`src/rtl/ctrl_pkg.sv`:
```
// Shared encodings for the multicycle controller: states, opcodes, ALU ops,
// mux selects and the bundled control word produced by the output decoder.
package ctrl_pkg;

  typedef enum logic [3:0] {
    S_FETCH    = 4'd0,
    S_DECODE   = 4'd1,
    S_MEM_ADDR = 4'd2,
    S_MEM_RD   = 4'd3,
    S_MEM_WB   = 4'd4,
    S_MEM_WR   = 4'd5,
    S_R_EXEC   = 4'd6,
    S_R_WB     = 4'd7,
    S_IMM_EXEC = 4'd8,
    S_IMM_WB   = 4'd9,
    S_BRANCH   = 4'd10,
    S_JUMP     = 4'd11
  } state_e;

  localparam logic [5:0] OP_R    = 6'b000000;
  localparam logic [5:0] OP_ADDI = 6'b001000;
  localparam logic [5:0] OP_ORI  = 6'b001101;
  localparam logic [5:0] OP_BEQ  = 6'b000100;
  localparam logic [5:0] OP_LW   = 6'b100011;
  localparam logic [5:0] OP_SW   = 6'b101011;
  localparam logic [5:0] OP_J    = 6'b000010;

  localparam logic [2:0] ALU_ADD = 3'b000;
  localparam logic [2:0] ALU_SUB = 3'b001;
  localparam logic [2:0] ALU_OR  = 3'b010;
  localparam logic [2:0] ALU_R   = 3'b100;

  localparam logic [1:0] SRCB_RT     = 2'b00;
  localparam logic [1:0] SRCB_FOUR   = 2'b01;
  localparam logic [1:0] SRCB_IMM    = 2'b10;
  localparam logic [1:0] SRCB_IMM_SH = 2'b11;

  localparam logic [1:0] PCSRC_ALU    = 2'b00;
  localparam logic [1:0] PCSRC_ALUOUT = 2'b01;
  localparam logic [1:0] PCSRC_JUMP   = 2'b10;

  typedef struct packed {
    logic       pc_write;
    logic       pc_write_cond;
    logic [1:0] pc_source;
    logic       ir_write;
    logic       i_or_d;
    logic       mem_read;
    logic       mem_write;
    logic       reg_write;
    logic       reg_dst;
    logic       mem_to_reg;
    logic       alu_src_a;
    logic [1:0] alu_src_b;
    logic [2:0] alu_op;
    logic       ext_zero;
    logic       done;
    logic       illegal;
  } ctrl_t;

  function automatic logic is_known_op(input logic [5:0] op);
    return (op == OP_R)  || (op == OP_ADDI) || (op == OP_ORI) || (op == OP_BEQ) ||
           (op == OP_LW) || (op == OP_SW)   || (op == OP_J);
  endfunction

endpackage

```
`src/rtl/multicycle_ctrl_if.sv`:
```
// Controller <-> datapath bundle: opcode/ready in, control strobes and status out.
interface multicycle_ctrl_if #(parameter int CNT_W = 16);
  logic [5:0]       instr_op_i;
  logic             mem_ready_i;
  logic             pc_write_o;
  logic             pc_write_cond_o;
  logic [1:0]       pc_source_o;
  logic             ir_write_o;
  logic             i_or_d_o;
  logic             mem_read_o;
  logic             mem_write_o;
  logic             reg_write_o;
  logic             reg_dst_o;
  logic             mem_to_reg_o;
  logic             alu_src_a_o;
  logic [1:0]       alu_src_b_o;
  logic [2:0]       alu_op_o;
  logic             ext_zero_o;
  logic             done_o;
  logic             illegal_o;
  logic [3:0]       state_o;
  logic [CNT_W-1:0] retired_o;

  modport master (
    input  instr_op_i, mem_ready_i,
    output pc_write_o, pc_write_cond_o, pc_source_o, ir_write_o, i_or_d_o,
           mem_read_o, mem_write_o, reg_write_o, reg_dst_o, mem_to_reg_o,
           alu_src_a_o, alu_src_b_o, alu_op_o, ext_zero_o, done_o, illegal_o,
           state_o, retired_o
  );

  modport slave (
    output instr_op_i, mem_ready_i,
    input  pc_write_o, pc_write_cond_o, pc_source_o, ir_write_o, i_or_d_o,
           mem_read_o, mem_write_o, reg_write_o, reg_dst_o, mem_to_reg_o,
           alu_src_a_o, alu_src_b_o, alu_op_o, ext_zero_o, done_o, illegal_o,
           state_o, retired_o
  );
endinterface

```
`src/rtl/multicycle_ctrl_out.sv`:
```
// Moore-style control decode: (state, opcode, mem_ready) -> full control word.
module multicycle_ctrl_out
  import ctrl_pkg::*;
(
  input  state_e     state_i,
  input  logic [5:0] op_i,
  input  logic       mem_ready_i,
  output ctrl_t      ctrl_o
);

  always_comb begin
    ctrl_o = '0;
    case (state_i)
      S_FETCH: begin
        ctrl_o.mem_read  = 1'b1;
        ctrl_o.alu_src_b = SRCB_FOUR;
        ctrl_o.ir_write  = mem_ready_i;
        ctrl_o.pc_write  = mem_ready_i;
      end
      S_DECODE: begin
        ctrl_o.alu_src_b = SRCB_IMM_SH;
        ctrl_o.illegal   = !is_known_op(op_i);
      end
      S_MEM_ADDR: begin
        ctrl_o.alu_src_a = 1'b1;
        ctrl_o.alu_src_b = SRCB_IMM;
      end
      S_MEM_RD: begin
        ctrl_o.mem_read = 1'b1;
        ctrl_o.i_or_d   = 1'b1;
      end
      S_MEM_WB: begin
        ctrl_o.reg_write  = 1'b1;
        ctrl_o.mem_to_reg = 1'b1;
        ctrl_o.done       = 1'b1;
      end
      S_MEM_WR: begin
        ctrl_o.mem_write = 1'b1;
        ctrl_o.i_or_d    = 1'b1;
        ctrl_o.done      = mem_ready_i;
      end
      S_R_EXEC: begin
        ctrl_o.alu_src_a = 1'b1;
        ctrl_o.alu_op    = ALU_R;
      end
      S_R_WB: begin
        ctrl_o.reg_write = 1'b1;
        ctrl_o.reg_dst   = 1'b1;
        ctrl_o.done      = 1'b1;
      end
      S_IMM_EXEC: begin
        ctrl_o.alu_src_a = 1'b1;
        ctrl_o.alu_src_b = SRCB_IMM;
        if (op_i == OP_ORI) begin
          ctrl_o.alu_op   = ALU_OR;
          ctrl_o.ext_zero = 1'b1;
        end
      end
      S_IMM_WB: begin
        ctrl_o.reg_write = 1'b1;
        ctrl_o.done      = 1'b1;
      end
      S_BRANCH: begin
        ctrl_o.alu_src_a     = 1'b1;
        ctrl_o.alu_op        = ALU_SUB;
        ctrl_o.pc_write_cond = 1'b1;
        ctrl_o.pc_source     = PCSRC_ALUOUT;
        ctrl_o.done          = 1'b1;
      end
      S_JUMP: begin
        ctrl_o.pc_write  = 1'b1;
        ctrl_o.pc_source = PCSRC_JUMP;
        ctrl_o.done      = 1'b1;
      end
      default: ;
    endcase
  end

endmodule

```
`src/rtl/multicycle_ctrl.sv`:
```
// Multicycle CPU control FSM: state register, latched opcode, next-state logic
// and retired-instruction counter; output decode lives in multicycle_ctrl_out.
module multicycle_ctrl
  import ctrl_pkg::*;
#(
  parameter int CNT_W = 16
) (
  input  logic                 clk_i,
  input  logic                 rst_i,
  multicycle_ctrl_if.master    bus
);

  state_e           state_q, state_d;
  logic [5:0]       op_q, op_d;
  logic [CNT_W-1:0] retired_q, retired_d;
  ctrl_t            ctrl_raw, ctrl;

  // In DECODE the IR opcode is live and op_q is still stale, so both the
  // next-state logic and the decoder see the opcode being latched this cycle.
  assign op_d = (state_q == S_DECODE) ? bus.instr_op_i : op_q;

  always_ff @(posedge clk_i) begin
    if (rst_i) begin
      state_q   <= S_FETCH;
      op_q      <= '0;
      retired_q <= '0;
    end else begin
      state_q   <= state_d;
      op_q      <= op_d;
      retired_q <= retired_d;
    end
  end

  always_comb begin
    state_d = S_FETCH;
    case (state_q)
      S_FETCH:    state_d = bus.mem_ready_i ? S_DECODE : S_FETCH;
      S_DECODE: begin
        case (op_d)
          OP_LW, OP_SW:    state_d = S_MEM_ADDR;
          OP_R:            state_d = S_R_EXEC;
          OP_ADDI, OP_ORI: state_d = S_IMM_EXEC;
          OP_BEQ:          state_d = S_BRANCH;
          OP_J:            state_d = S_JUMP;
          default:         state_d = S_FETCH;
        endcase
      end
      S_MEM_ADDR: state_d = (op_q == OP_LW) ? S_MEM_RD : S_MEM_WR;
      S_MEM_RD:   state_d = bus.mem_ready_i ? S_MEM_WB : S_MEM_RD;
      S_MEM_WR:   state_d = bus.mem_ready_i ? S_FETCH : S_MEM_WR;
      S_R_EXEC:   state_d = S_R_WB;
      S_IMM_EXEC: state_d = S_IMM_WB;
      default:    state_d = S_FETCH;
    endcase
  end

  multicycle_ctrl_out u_out (
    .state_i     (state_q),
    .op_i        (op_d),
    .mem_ready_i (bus.mem_ready_i),
    .ctrl_o      (ctrl_raw)
  );

  // Reset forces every strobe low combinationally so an aborted store never
  // writes during the reset cycle.
  assign ctrl      = rst_i ? '0 : ctrl_raw;
  assign retired_d = retired_q + {{(CNT_W-1){1'b0}}, ctrl.done};

  assign bus.pc_write_o      = ctrl.pc_write;
  assign bus.pc_write_cond_o = ctrl.pc_write_cond;
  assign bus.pc_source_o     = ctrl.pc_source;
  assign bus.ir_write_o      = ctrl.ir_write;
  assign bus.i_or_d_o        = ctrl.i_or_d;
  assign bus.mem_read_o      = ctrl.mem_read;
  assign bus.mem_write_o     = ctrl.mem_write;
  assign bus.reg_write_o     = ctrl.reg_write;
  assign bus.reg_dst_o       = ctrl.reg_dst;
  assign bus.mem_to_reg_o    = ctrl.mem_to_reg;
  assign bus.alu_src_a_o     = ctrl.alu_src_a;
  assign bus.alu_src_b_o     = ctrl.alu_src_b;
  assign bus.alu_op_o        = ctrl.alu_op;
  assign bus.ext_zero_o      = ctrl.ext_zero;
  assign bus.done_o          = ctrl.done;
  assign bus.illegal_o       = ctrl.illegal;
  assign bus.state_o         = rst_i ? 4'd0 : state_q;
  assign bus.retired_o       = retired_q;

endmodule

```
`src/flat_wrapper.sv`:
```
// flat-port wrapper written by rule: the top's interface ports become plain ports
module multicycle_ctrl_flat import ctrl_pkg::*;
#(
  parameter int CNT_W = 16
)
  (clk_i, rst_i, bus_instr_op_i, bus_mem_ready_i, bus_pc_write_o, bus_pc_write_cond_o, bus_pc_source_o, bus_ir_write_o, bus_i_or_d_o, bus_mem_read_o, bus_mem_write_o, bus_reg_write_o, bus_reg_dst_o, bus_mem_to_reg_o, bus_alu_src_a_o, bus_alu_src_b_o, bus_alu_op_o, bus_ext_zero_o, bus_done_o, bus_illegal_o, bus_state_o, bus_retired_o);
  multicycle_ctrl_if #(.CNT_W(CNT_W)) bus_i ();
  input  logic clk_i;
  input  logic rst_i;
  input wire logic [$bits(bus_i.instr_op_i)-1:0] bus_instr_op_i;
  input wire logic [$bits(bus_i.mem_ready_i)-1:0] bus_mem_ready_i;
  output wire logic [$bits(bus_i.pc_write_o)-1:0] bus_pc_write_o;
  output wire logic [$bits(bus_i.pc_write_cond_o)-1:0] bus_pc_write_cond_o;
  output wire logic [$bits(bus_i.pc_source_o)-1:0] bus_pc_source_o;
  output wire logic [$bits(bus_i.ir_write_o)-1:0] bus_ir_write_o;
  output wire logic [$bits(bus_i.i_or_d_o)-1:0] bus_i_or_d_o;
  output wire logic [$bits(bus_i.mem_read_o)-1:0] bus_mem_read_o;
  output wire logic [$bits(bus_i.mem_write_o)-1:0] bus_mem_write_o;
  output wire logic [$bits(bus_i.reg_write_o)-1:0] bus_reg_write_o;
  output wire logic [$bits(bus_i.reg_dst_o)-1:0] bus_reg_dst_o;
  output wire logic [$bits(bus_i.mem_to_reg_o)-1:0] bus_mem_to_reg_o;
  output wire logic [$bits(bus_i.alu_src_a_o)-1:0] bus_alu_src_a_o;
  output wire logic [$bits(bus_i.alu_src_b_o)-1:0] bus_alu_src_b_o;
  output wire logic [$bits(bus_i.alu_op_o)-1:0] bus_alu_op_o;
  output wire logic [$bits(bus_i.ext_zero_o)-1:0] bus_ext_zero_o;
  output wire logic [$bits(bus_i.done_o)-1:0] bus_done_o;
  output wire logic [$bits(bus_i.illegal_o)-1:0] bus_illegal_o;
  output wire logic [$bits(bus_i.state_o)-1:0] bus_state_o;
  output wire logic [$bits(bus_i.retired_o)-1:0] bus_retired_o;
  assign bus_i.instr_op_i = bus_instr_op_i;
  assign bus_i.mem_ready_i = bus_mem_ready_i;
  assign bus_pc_write_o = bus_i.pc_write_o;
  assign bus_pc_write_cond_o = bus_i.pc_write_cond_o;
  assign bus_pc_source_o = bus_i.pc_source_o;
  assign bus_ir_write_o = bus_i.ir_write_o;
  assign bus_i_or_d_o = bus_i.i_or_d_o;
  assign bus_mem_read_o = bus_i.mem_read_o;
  assign bus_mem_write_o = bus_i.mem_write_o;
  assign bus_reg_write_o = bus_i.reg_write_o;
  assign bus_reg_dst_o = bus_i.reg_dst_o;
  assign bus_mem_to_reg_o = bus_i.mem_to_reg_o;
  assign bus_alu_src_a_o = bus_i.alu_src_a_o;
  assign bus_alu_src_b_o = bus_i.alu_src_b_o;
  assign bus_alu_op_o = bus_i.alu_op_o;
  assign bus_ext_zero_o = bus_i.ext_zero_o;
  assign bus_done_o = bus_i.done_o;
  assign bus_illegal_o = bus_i.illegal_o;
  assign bus_state_o = bus_i.state_o;
  assign bus_retired_o = bus_i.retired_o;
  multicycle_ctrl #(.CNT_W(CNT_W)) u_core (.clk_i(clk_i), .rst_i(rst_i), .bus(bus_i));
endmodule
```
`config.mk`:
```
export PLATFORM = sky130hd
export DESIGN_NAME = multicycle_ctrl_flat
export DESIGN_NICKNAME = d
export VERILOG_FILES = /design/src/rtl/ctrl_pkg.sv /design/src/rtl/multicycle_ctrl_if.sv /design/src/rtl/multicycle_ctrl_out.sv /design/src/rtl/multicycle_ctrl.sv /design/src/flat_wrapper.sv
export SDC_FILE = /design/constraint.sdc
export NUM_CORES = 1
export LEC_CHECK = 0
export CAP_MARGIN = 20
export CORE_ASPECT_RATIO = 1.5
export CORE_MARGIN = 4
export CORE_UTILIZATION = 46
export CTS_CLUSTER_SIZE = 14
export DETAILED_ROUTE_END_ITERATION = 8
export PLACE_DENSITY = 0.82
export SKIP_LAST_GASP = 1
export SYNTH_ARGS = -nofsm -noshare
export SYNTH_HDL_FRONTEND = slang
export SYNTH_SLANG_ARGS = --single-unit
export TNS_END_PERCENT = 50
```
`constraint.sdc`:
```
create_clock -name clk_i -period 3.3 [get_ports clk_i]
set_clock_uncertainty 0.15 [all_clocks]
set_input_delay 0.825 -clock clk_i [delete_from_list [all_inputs] [get_ports clk_i]]
set_output_delay 0.825 -clock clk_i [all_outputs]
set_load 0.02 [all_outputs]
```
[Yosys cells after proc, flatten, opt, wreduce, memory -nomap -nowiden]
Index checks and enable logic that the tools add are counted.
Widths: inputs -> output; s select.
Operators by class
  add/subtract/negate cells: 1
  equality and inequality tests: 18
  muxes and demuxes: 26
  reductions and logical operators: 17
Operators by type and width (count)
  $pmux 4 s7: 1
  $mux 20: 1
  $pmux 4 s5: 1
  $eq 6x6->1 const B: 3
  $add 16x1->16: 1
  $eq 4x3->1 const B: 4
  $eq 4x4->1 const B: 4
  $eq 6x4->1 const B: 2
  $mux 1: 12
  $mux 3: 4
  $reduce_or 2->1: 5
  $pmux 3 s3: 1
  $eq 4x2->1 const B: 2
  $eq 6x2->1 const B: 1
  $eq 6x3->1 const B: 1
  $logic_not 6->1: 1
  $logic_or 1x1->1: 6
  $mux 6: 1
  $pmux 2 s3: 1
  $reduce_or 5->1: 1
  $eq 4x1->1 const B: 1
  $logic_not 4->1: 1
  $mux 4: 1
  $pmux 1 s2: 2
  other kinds (4): 4
Word-level totals
  bits in registers: 26
  output and inout port bits: 40
  logic and storage cells: 65

[Longest topological paths before layout]
Gate-level depths: netlist of run 1.
  word-level depth: 13
  gate-level depth with buffers: 10
  gate-level depth less buffers: 9

[Hierarchy]
A second synthesis of run 1 with hierarchy kept.
Second synthesis, totals
  cells, all modules: 229
  area, all modules: 1757.9 um^2
By module, submodules not included
  multicycle_ctrl: times used 1, cells each 182, area each 1462.7 um^2, sequential area each 520.5 um^2
  multicycle_ctrl_out: times used 1, cells each 47, area each 295.3 um^2, sequential area each 0.0 um^2

[Least setup slack after synthesis of run 1]
No wires, ideal clock.
  kind: input to register
  start: in rst_i
  end: reg u_core.retired_q[15] (netlist: u_core.bus.retired_o[15])
  setup time: 0.070 ns
  arrival: 3.728 ns
  required time: 3.080 ns
  path slack: -0.648 ns
  cell stages on the path: 8
  path buffers: 2
  path through: clkbuf_1 clkbuf_1 a2111oi_0 ha_1 nand3_1 or2_4 or4_1 a21oi_1
Between the ends
  word-level cells in the longest chain between the ends: 2
Ends and longest elaborated chain
  start: declaration: line flat_wrapper.sv:9  | input logic rst_i;
  $mux 20: line multicycle_ctrl.sv:66  | assign ctrl = rst_i ? '0 : ctrl_raw;
  named net bus_done_o: line flat_wrapper.sv:26  | output wire logic [$bits(bus_i.done_o)-1:0] bus_done_o;
  $add 16x1->16: line multicycle_ctrl.sv:67  | assign retired_d = retired_q + {{(CNT_W-1){1'b0}}, ctrl.done};
  end signal: assignment: line multicycle_ctrl.sv:30  | retired_q <= retired_d;
  end: declaration: line multicycle_ctrl.sv:15  | logic [CNT_W-1:0] retired_q, retired_d;
The timed path passes the listed nets, and every way through them passes these cells.
A chain may end at the register's enable or synchronous reset.

[Final worst setup path of run 1]
  start: in rst_i
  end: out bus_state_o[3]
Between the ends
  word-level cells in the longest chain between the ends: 1
Ends and longest elaborated chain
  $mux 4: line multicycle_ctrl.sv:85  | assign bus.state_o = rst_i ? 4'd0 : state_q;
  end: declaration: line flat_wrapper.sv:28  | output wire logic [$bits(bus_i.state_o)-1:0] bus_state_o;
No other way between the ends.

==> qor.csv, run 1 <==
stage,metric,value,unit
pwr,ir_worst_vdd,318,uV
cts,insertion_delay,0.27,ns
worst_setup_path,rr_startpoint,u_core.state_q[1]$_SDFF_PP0_,
cts,clkTransAtPathRegs,0.09,ns
timing,final_period_minus_worst_setup_slack,3.32,ns
detailed_routing,routedWlPerCell,14.4,um
place,dpl-instance-area,2270,um^2
detailed_routing,violation_count_after_the_first_detailed_route_iteration,53,
cells_and_area,finalNetCount,282,
floorplan,die_w,56.0,um
yosys,synth_largest_area_cell,sky130_fd_sc_hd__dfxtp_1,
grt,grt-ovfl-total,0,
floorplan,die_y,80.0,um
yosys,most_used_dff_post_synth,sky130_fd_sc_hd__dfxtp_1,
worst_setup_path,r2r_end,u_core.bus.retired_o[15]$_SDFF_PP0_,
yosys,synth_top_area_share,32.8,%
worst_setup_path,critical_path_arrival,2.35,ns
worst_setup_path,path_max_fanout,7,
place,place.gp.congestion,0.871,
yosys,netlist_instances,202,
grt,antenna_found_initial,0,
worst_setup_path,reg2reg_depth,10,
worst_hold_path,worstHoldStart,u_core.op_q[0]$_SDFF_PP0_,
timing,setup_tns,-0.0473,ns
timing,clock.fmax,0.301,GHz
grt,largest_net_degree_at_the_start_of_global_routing,22,
worst_setup_path,setup.worst_path.start_class,primary input,
floorplan,initial_core_util,49.3,%
cts,cts_buffers,3,
pwr,fin_total_pwr,690,uW
cells_and_area,fin_area,2370,um^2
cells_and_area,layout_cells_sized_above_1,17.8,%
run_status,failing_checks,setup timing,
yosys,synth_common_cells,"26 x sky130_fd_sc_hd__dfxtp_1, 26 x sky130_fd_sc_hd__nor2_1, 19 x sky130_fd_sc_hd__nand2_1, 15 x sky130_fd_sc_hd__nor3_1, 9 x sky130_fd_sc_hd__a21oi_1",
place,post-place-ws,-0.468,ns
worst_setup_path,r2r_setup_slack,0.37,ns
worst_setup_path,worst_setup_path_startpoint,rst_i,
worst_setup_path,worst_setup_path_type,in -> out,
cells_and_area,post-route-util,73.5,%
yosys,synthesis.area_per_instance,7.86,um^2
grt,first_global_vias,1675,
timing,relSlewSlack,61.3,%
cells_and_area,area.growth.synth_to_final,49.1,%
cts,cts_tree,built,
yosys,synth.ff_latch_count,26,
yosys,netlist_area,1590,um^2
flow_run,maxcap_violations,0,
detailed_routing,route.vias.total,1715,
timing,final-max-slew-violation-count,0,
yosys,synth_top_area_cells,"sky130_fd_sc_hd__dfxtp_1 33%, sky130_fd_sc_hd__nor2_1 6.1%, sky130_fd_sc_hd__nor3_1 4.7%",
place,number_of_port_buffers,48,
pwr,power_density,291,nW/um^2
cts,cts_max_level,1,
timing,setup_repair_after_global_routing_missed_its_margin,true,
cts,cts_buffer_depth,2,
timing,setup_violations,3,
pwr,leak_pwr,0.00105,uW
detailed_routing,initial_drt_pass_iterations,4,
timing,timing.final.ws_setup,-0.0230,ns
yosys,post_synth_num_cell_types,49,
worst_hold_path,hold_path_depth,2,
floorplan,total_die_area,4480,um^2
floorplan,design.core.area,3220,um^2
floorplan,ioPinCount,49,
worst_setup_path,crit_required,2.32,ns
yosys,ys_async_sr_fraction,0,%
place,dp.final_hpwl,3400,um
run_status,result_of_the_run,"complete, but fails checks",
detailed_routing,vias_per_cell,5.53,
worst_setup_path,worstSetupEndpointType,output port,
detailed_routing,detail_route.drc_violations,0,
grt,global_route.usage.total,20.6,%
cts,ctsRootBufferMaster,sky130_fd_sc_hd__clkbuf_8,
cts,cts_sinks,26,
detailed_routing,wirelength,4460,um
yosys,synth-edff-count,0,
timing,worstMarginPinSlew,0.580,ns
worst_hold_path,worstHoldPathType,reg -> reg,
yosys,net_count_of_the_mapped_netlist,213,
detailed_routing,final_antenna_violating_net_count,0,
floorplan,core.rowCount,25,
timing,final_hold_viol_count,0,
yosys,synth-seq-area-share,32.8,%
worst_hold_path,worst_hold_path.endpoint,u_core.op_q[0]$_SDFF_PP0_,
grt,global_route_wire_length_before_repair,7510,um
cells_and_area,n_antenna_cell,0,
timing,finalCritPeriodShare,101,%
cells_and_area,num-fill-cells,269,
cts,cts_hold_fix_bufs,0,
yosys,ys.warnings.count,0,
==> routing by layer <==
| layer | track usage (%) | wire length, um | up-vias | share of wire, % |
|---|---|---|---|---|
| met5 | 0 | 0 | - | 0 |
| met4 | 6.41 | 51 | 0 | 1.1 |
| met3 | 2.43 | 101 | 4 | 2.3 |
| met2 | 40.6 | 2560 | 27 | 57 |
| met1 | 22.2 | 1750 | 827 | 39 |
| li1 | - | - | 857 | - |
==> logic make-up after synthesis <==
kind of cell / count (synthesis) / share of synthesized area, %
XOR/XNOR: 14 / 7.72
flip-flops: 26 / 32.8
adder cells (fa/ha/maj): 2 / 1.58
AO/OA/AOI/OAI: 34 / 16.0
AND/OR/NAND/NOR: 107 / 36.3
buffers and inverters: 19 / 5.59
==> area by class of cell <==
class	instances	area [um^2]	area share [%]
Tap cell	40	50.0	2.11
Clock buffer	3	41.3	1.74
Multi-Input combinational cell	157	1000	42.3
Sequential cell	26	520	22.0
Clock inverter	1	30.0	1.27
Timing Repair Buffer	77	701	29.6
Inverter	6	22.5	0.951
==> state kept, by name, indices dropped and copies added, names as in the netlist <==
| signal | cells |
|---|---|
| u_core.op_q | 6 |
| u_core.state_q | 4 |
| u_core.bus.retired_o | 16 |
==> cells in the final DEF (no fill, tap or decap), drive strengths merged, types with 7 or more instances in the layout <==
master         count
dfxtp             26
a21oi              9
nor3              16
buf               30
dlygate4sd2        8
dlymetal6s2s       7
nand2             19
nor2              26
nand3              7
clkdlybuf4s50     31
xor2               7
xnor2              7
==> power breakdown <==
part	internal [uW]	total, uW	switching (uW)
combinational	49.1	106	56.5
clock	162	262	99.5
sequential	319	323	4.02
==> worst max-delay path: stages <==
cell and delay, ns:
sky130_fd_sc_hd__clkdlybuf4s50_1 0.50, sky130_fd_sc_hd__buf_4 0.21, sky130_fd_sc_hd__buf_4 0.14, sky130_fd_sc_hd__nor2_1 0.07, sky130_fd_sc_hd__clkdlybuf4s50_1 0.61
==> per-stage QoR <==
| step | instances | hold slack (ns) |
|---|---|---|
| floorplan | 202 | 0.282 |
| global placement | 305 | 0.289 |
| detailed placement | 305 | 0.297 |
| CTS | 309 | 0.311 |
| global route | 310 | 0.334 |
| finish | 310 | 0.306 |
==> worst max path at each step <==
stage,end
after floorplan,u_core.bus.retired_o[15]$_SDFF_PP0_
after global placement,bus_illegal_o
after detailed placement,bus_illegal_o
after CTS,bus_mem_write_o
after global routing,bus_pc_write_cond_o
final,bus_state_o[3]
==> what timing repair did <==
item	in CTS	in global routing
pin swaps	0	1
setup endpoints to repair	20	20
setup buffers	0	1
resized for setup	11	15
Power figures use the tool's default switching activity.
==> inputs of run 2 (changes only) <==
--- a/config.mk
+++ b/config.mk
@@ -11,6 +11,7 @@
 export CORE_UTILIZATION = 46
 export CTS_CLUSTER_SIZE = 14
 export DETAILED_ROUTE_END_ITERATION = 8
+export MAX_ROUTING_LAYER = met4
 export PLACE_DENSITY = 0.82
 export SKIP_LAST_GASP = 1
 export SYNTH_ARGS = -nofsm -noshare
==> qor.csv, run 2 (synthesized netlist as in run 1, its figures left out) <==
stage,metric,value,unit
run_status,result_of_the_run,"complete, but fails checks",
run_status,failing_checks,setup timing,
cts,cts_buffers,3,
worst_setup_path,r2r_setup_slack,0.37,ns
worst_hold_path,worst_hold_path.endpoint,u_core.op_q[0]$_SDFF_PP0_,
worst_setup_path,critical_path_arrival,2.35,ns
timing,timing.final.ws_setup,-0.0228,ns
cts,cts_hold_fix_bufs,0,
grt,grt-ovfl-total,0,
floorplan,die_w,56.0,um
worst_hold_path,worstHoldPathType,reg -> reg,
floorplan,initial_core_util,49.3,%
place,place.gp.congestion,0.885,
pwr,leak_pwr,0.00105,uW
timing,relSlewSlack,61.4,%
detailed_routing,final_antenna_violating_net_count,0,
floorplan,ioPinCount,49,
cells_and_area,area.growth.synth_to_final,49.1,%
floorplan,design.core.area,3220,um^2
detailed_routing,detail_route.drc_violations,0,
cells_and_area,layout.cells.most_common,sky130_fd_sc_hd__clkdlybuf4s50_1,
cells_and_area,finalNetCount,282,
worst_setup_path,cpMaxStageDelayCell,sky130_fd_sc_hd__clkdlybuf4s50_1,
timing,clock.fmax,0.301,GHz
cts,cts_tree,built,
detailed_routing,violation_count_after_the_first_detailed_route_iteration,45,
pwr,power_density,292,nW/um^2
grt,largest_net_degree_at_the_start_of_global_routing,22,
place,dp.final_hpwl,3400,um
cells_and_area,multiInputGateArea,1000,um^2
worst_setup_path,rr_startpoint,u_core.state_q[1]$_SDFF_PP0_,
detailed_routing,wirelength,4450,um
cells_and_area,layout_cells_sized_above_1,17.8,%
place,number_of_port_buffers,48,
worst_setup_path,r2r_end,u_core.bus.retired_o[15]$_SDFF_PP0_,
cts,clkTransAtPathRegs,0.09,ns
detailed_routing,vias_per_cell,5.54,
cells_and_area,most-common-layout-cells,"31 x sky130_fd_sc_hd__clkdlybuf4s50_1, 29 x sky130_fd_sc_hd__buf_4, 26 x sky130_fd_sc_hd__nor2_1, 26 x sky130_fd_sc_hd__dfxtp_1, 19 x sky130_fd_sc_hd__nand2_1",
timing,setup_repair_after_global_routing_missed_its_margin,true,
timing,worstMarginPinSlew,0.580,ns
flow_run,maxcap_violations,0,
grt,global_route_wire_length_before_repair,7520,um
floorplan,total_die_area,4480,um^2
pwr,ir_worst_vdd,318,uV
worst_setup_path,worst_setup_path_type,in -> out,
detailed_routing,route.vias.total,1716,
cts,cts_sinks,26,
grt,first_global_vias,1678,
cells_and_area,num-fill-cells,269,
detailed_routing,routedWlPerCell,14.4,um
worst_setup_path,worstSetupEndpointType,output port,
timing,setup_tns,-0.0470,ns
cts,cts_buffer_depth,2,
timing,finalCritPeriodShare,101,%
cts,cts_max_level,1,
worst_setup_path,reg2reg_depth,10,
timing,setup_violations,3,
timing,whs,0.306,ns
floorplan,core.rowCount,25,
place,post-place-cells,305,
timing,final_period_minus_worst_setup_slack,3.32,ns
cts,ctsRootBufferMaster,sky130_fd_sc_hd__clkbuf_8,
worst_setup_path,setup.worst_path.start_class,primary input,
worst_setup_path,cp_cell_sequence,clkdlybuf4s50_1 -> buf_4 -> buf_4 -> nor2_1 -> clkdlybuf4s50_1,
cts,insertion_delay,0.27,ns
worst_hold_path,hold_path_depth,2,
cells_and_area,layout.area.seq,520,um^2
detailed_routing,initial_drt_pass_iterations,4,
timing,final-max-slew-violation-count,0,
worst_setup_path,crit_required,2.32,ns
worst_setup_path,biggest_cell_delay_along_the_critical_path,0.61,ns
cells_and_area,n_antenna_cell,0,
grt,global_route.usage.total,21.1,%
grt,antenna_found_initial,0,
timing,final_hold_viol_count,0,
floorplan,die_y,80.0,um
worst_hold_path,worstHoldStart,u_core.op_q[0]$_SDFF_PP0_,
cells_and_area,fin_cells,310,
worst_setup_path,path_max_fanout,7,
cells_and_area,largest_register_ffs,16,
[run 2: area by class of cell]
type / instances / area share, %
Multi-Input combinational cell: 157 / 42.3
Clock inverter: 1 / 1.27
Sequential cell: 26 / 22.0
Timing Repair Buffer: 77 / 29.6
Tap cell: 40 / 2.11
Inverter: 6 / 0.951
Clock buffer: 3 / 1.74
[run 2: worst max-delay path by stage]
stage / start / end / cells after the start
after floorplan: rst_i / u_core.bus.retired_o[15]$_SDFF_PP0_ / 8
after global placement: bus_instr_op_i[5] / bus_illegal_o / 6
after detailed placement: bus_instr_op_i[5] / bus_illegal_o / 6
after CTS: rst_i / bus_mem_write_o / 5
after global routing: rst_i / bus_pc_write_cond_o / 5
final: rst_i / bus_state_o[3] / 5
[run 2: through the flow]
stage | total power [uW] | area [um^2] | util (%) | setup slack (ns)
after CTS | 695 | 2330 | 72.3 | -0.168
after global placement | 433 | 2270 | 70.4 | -0.342
after detailed placement | 435 | 2270 | 70.4 | -0.468
after global routing | 722 | 2370 | 73.5 | -0.0817
final | 691 | 2370 | 73.5 | -0.0228
after floorplan | 381 | 1590 | - | 0.0457
[run 2: what timing repair did]
item | in CTS | in global routing
resized for setup | 11 | 15
pin swaps | 0 | 1
setup endpoints to repair | 20 | 20
hold endpoints to repair | 0 | 0
setup buffers | 0 | 1
[run 2: critical path: cells and delay by family]
kind | cells | cell delay (ns)
buf+inv | 4 | 1.46
simple gates | 1 | 0.07
[run 2: report_power, final]
| group | internal [uW] | switching (uW) | total, uW |
|---|---|---|---|
| Combinational | 49.1 | 56.5 | 106 |
| Clock | 162 | 100 | 263 |
| Sequential | 319 | 4.02 | 323 |
| Total | 530 | 161 | 691 |
[run 2: metal layers]
layer / global-route usage [%] / wire length, um / vias to the layer above
li1: - / - / 857
met1: 22.3 / 1740 / 828
met2: 40.6 / 2560 / 27
met3: 2.27 / 96 / 4
met4: 6.41 / 51 / 0
met5: - / 0 / -
==> inputs of run 3 (changes only) <==
--- a/config.mk
+++ b/config.mk
@@ -9,6 +9,7 @@
 export CORE_ASPECT_RATIO = 1.5
 export CORE_MARGIN = 4
 export CORE_UTILIZATION = 46
+export CTS_CLUSTER_DIAMETER = 200
 export CTS_CLUSTER_SIZE = 14
 export DETAILED_ROUTE_END_ITERATION = 8
 export MAX_ROUTING_LAYER = met4
==> results of run 3 <==
The final DEF is identical to that of run 2; final timing and power are the same.
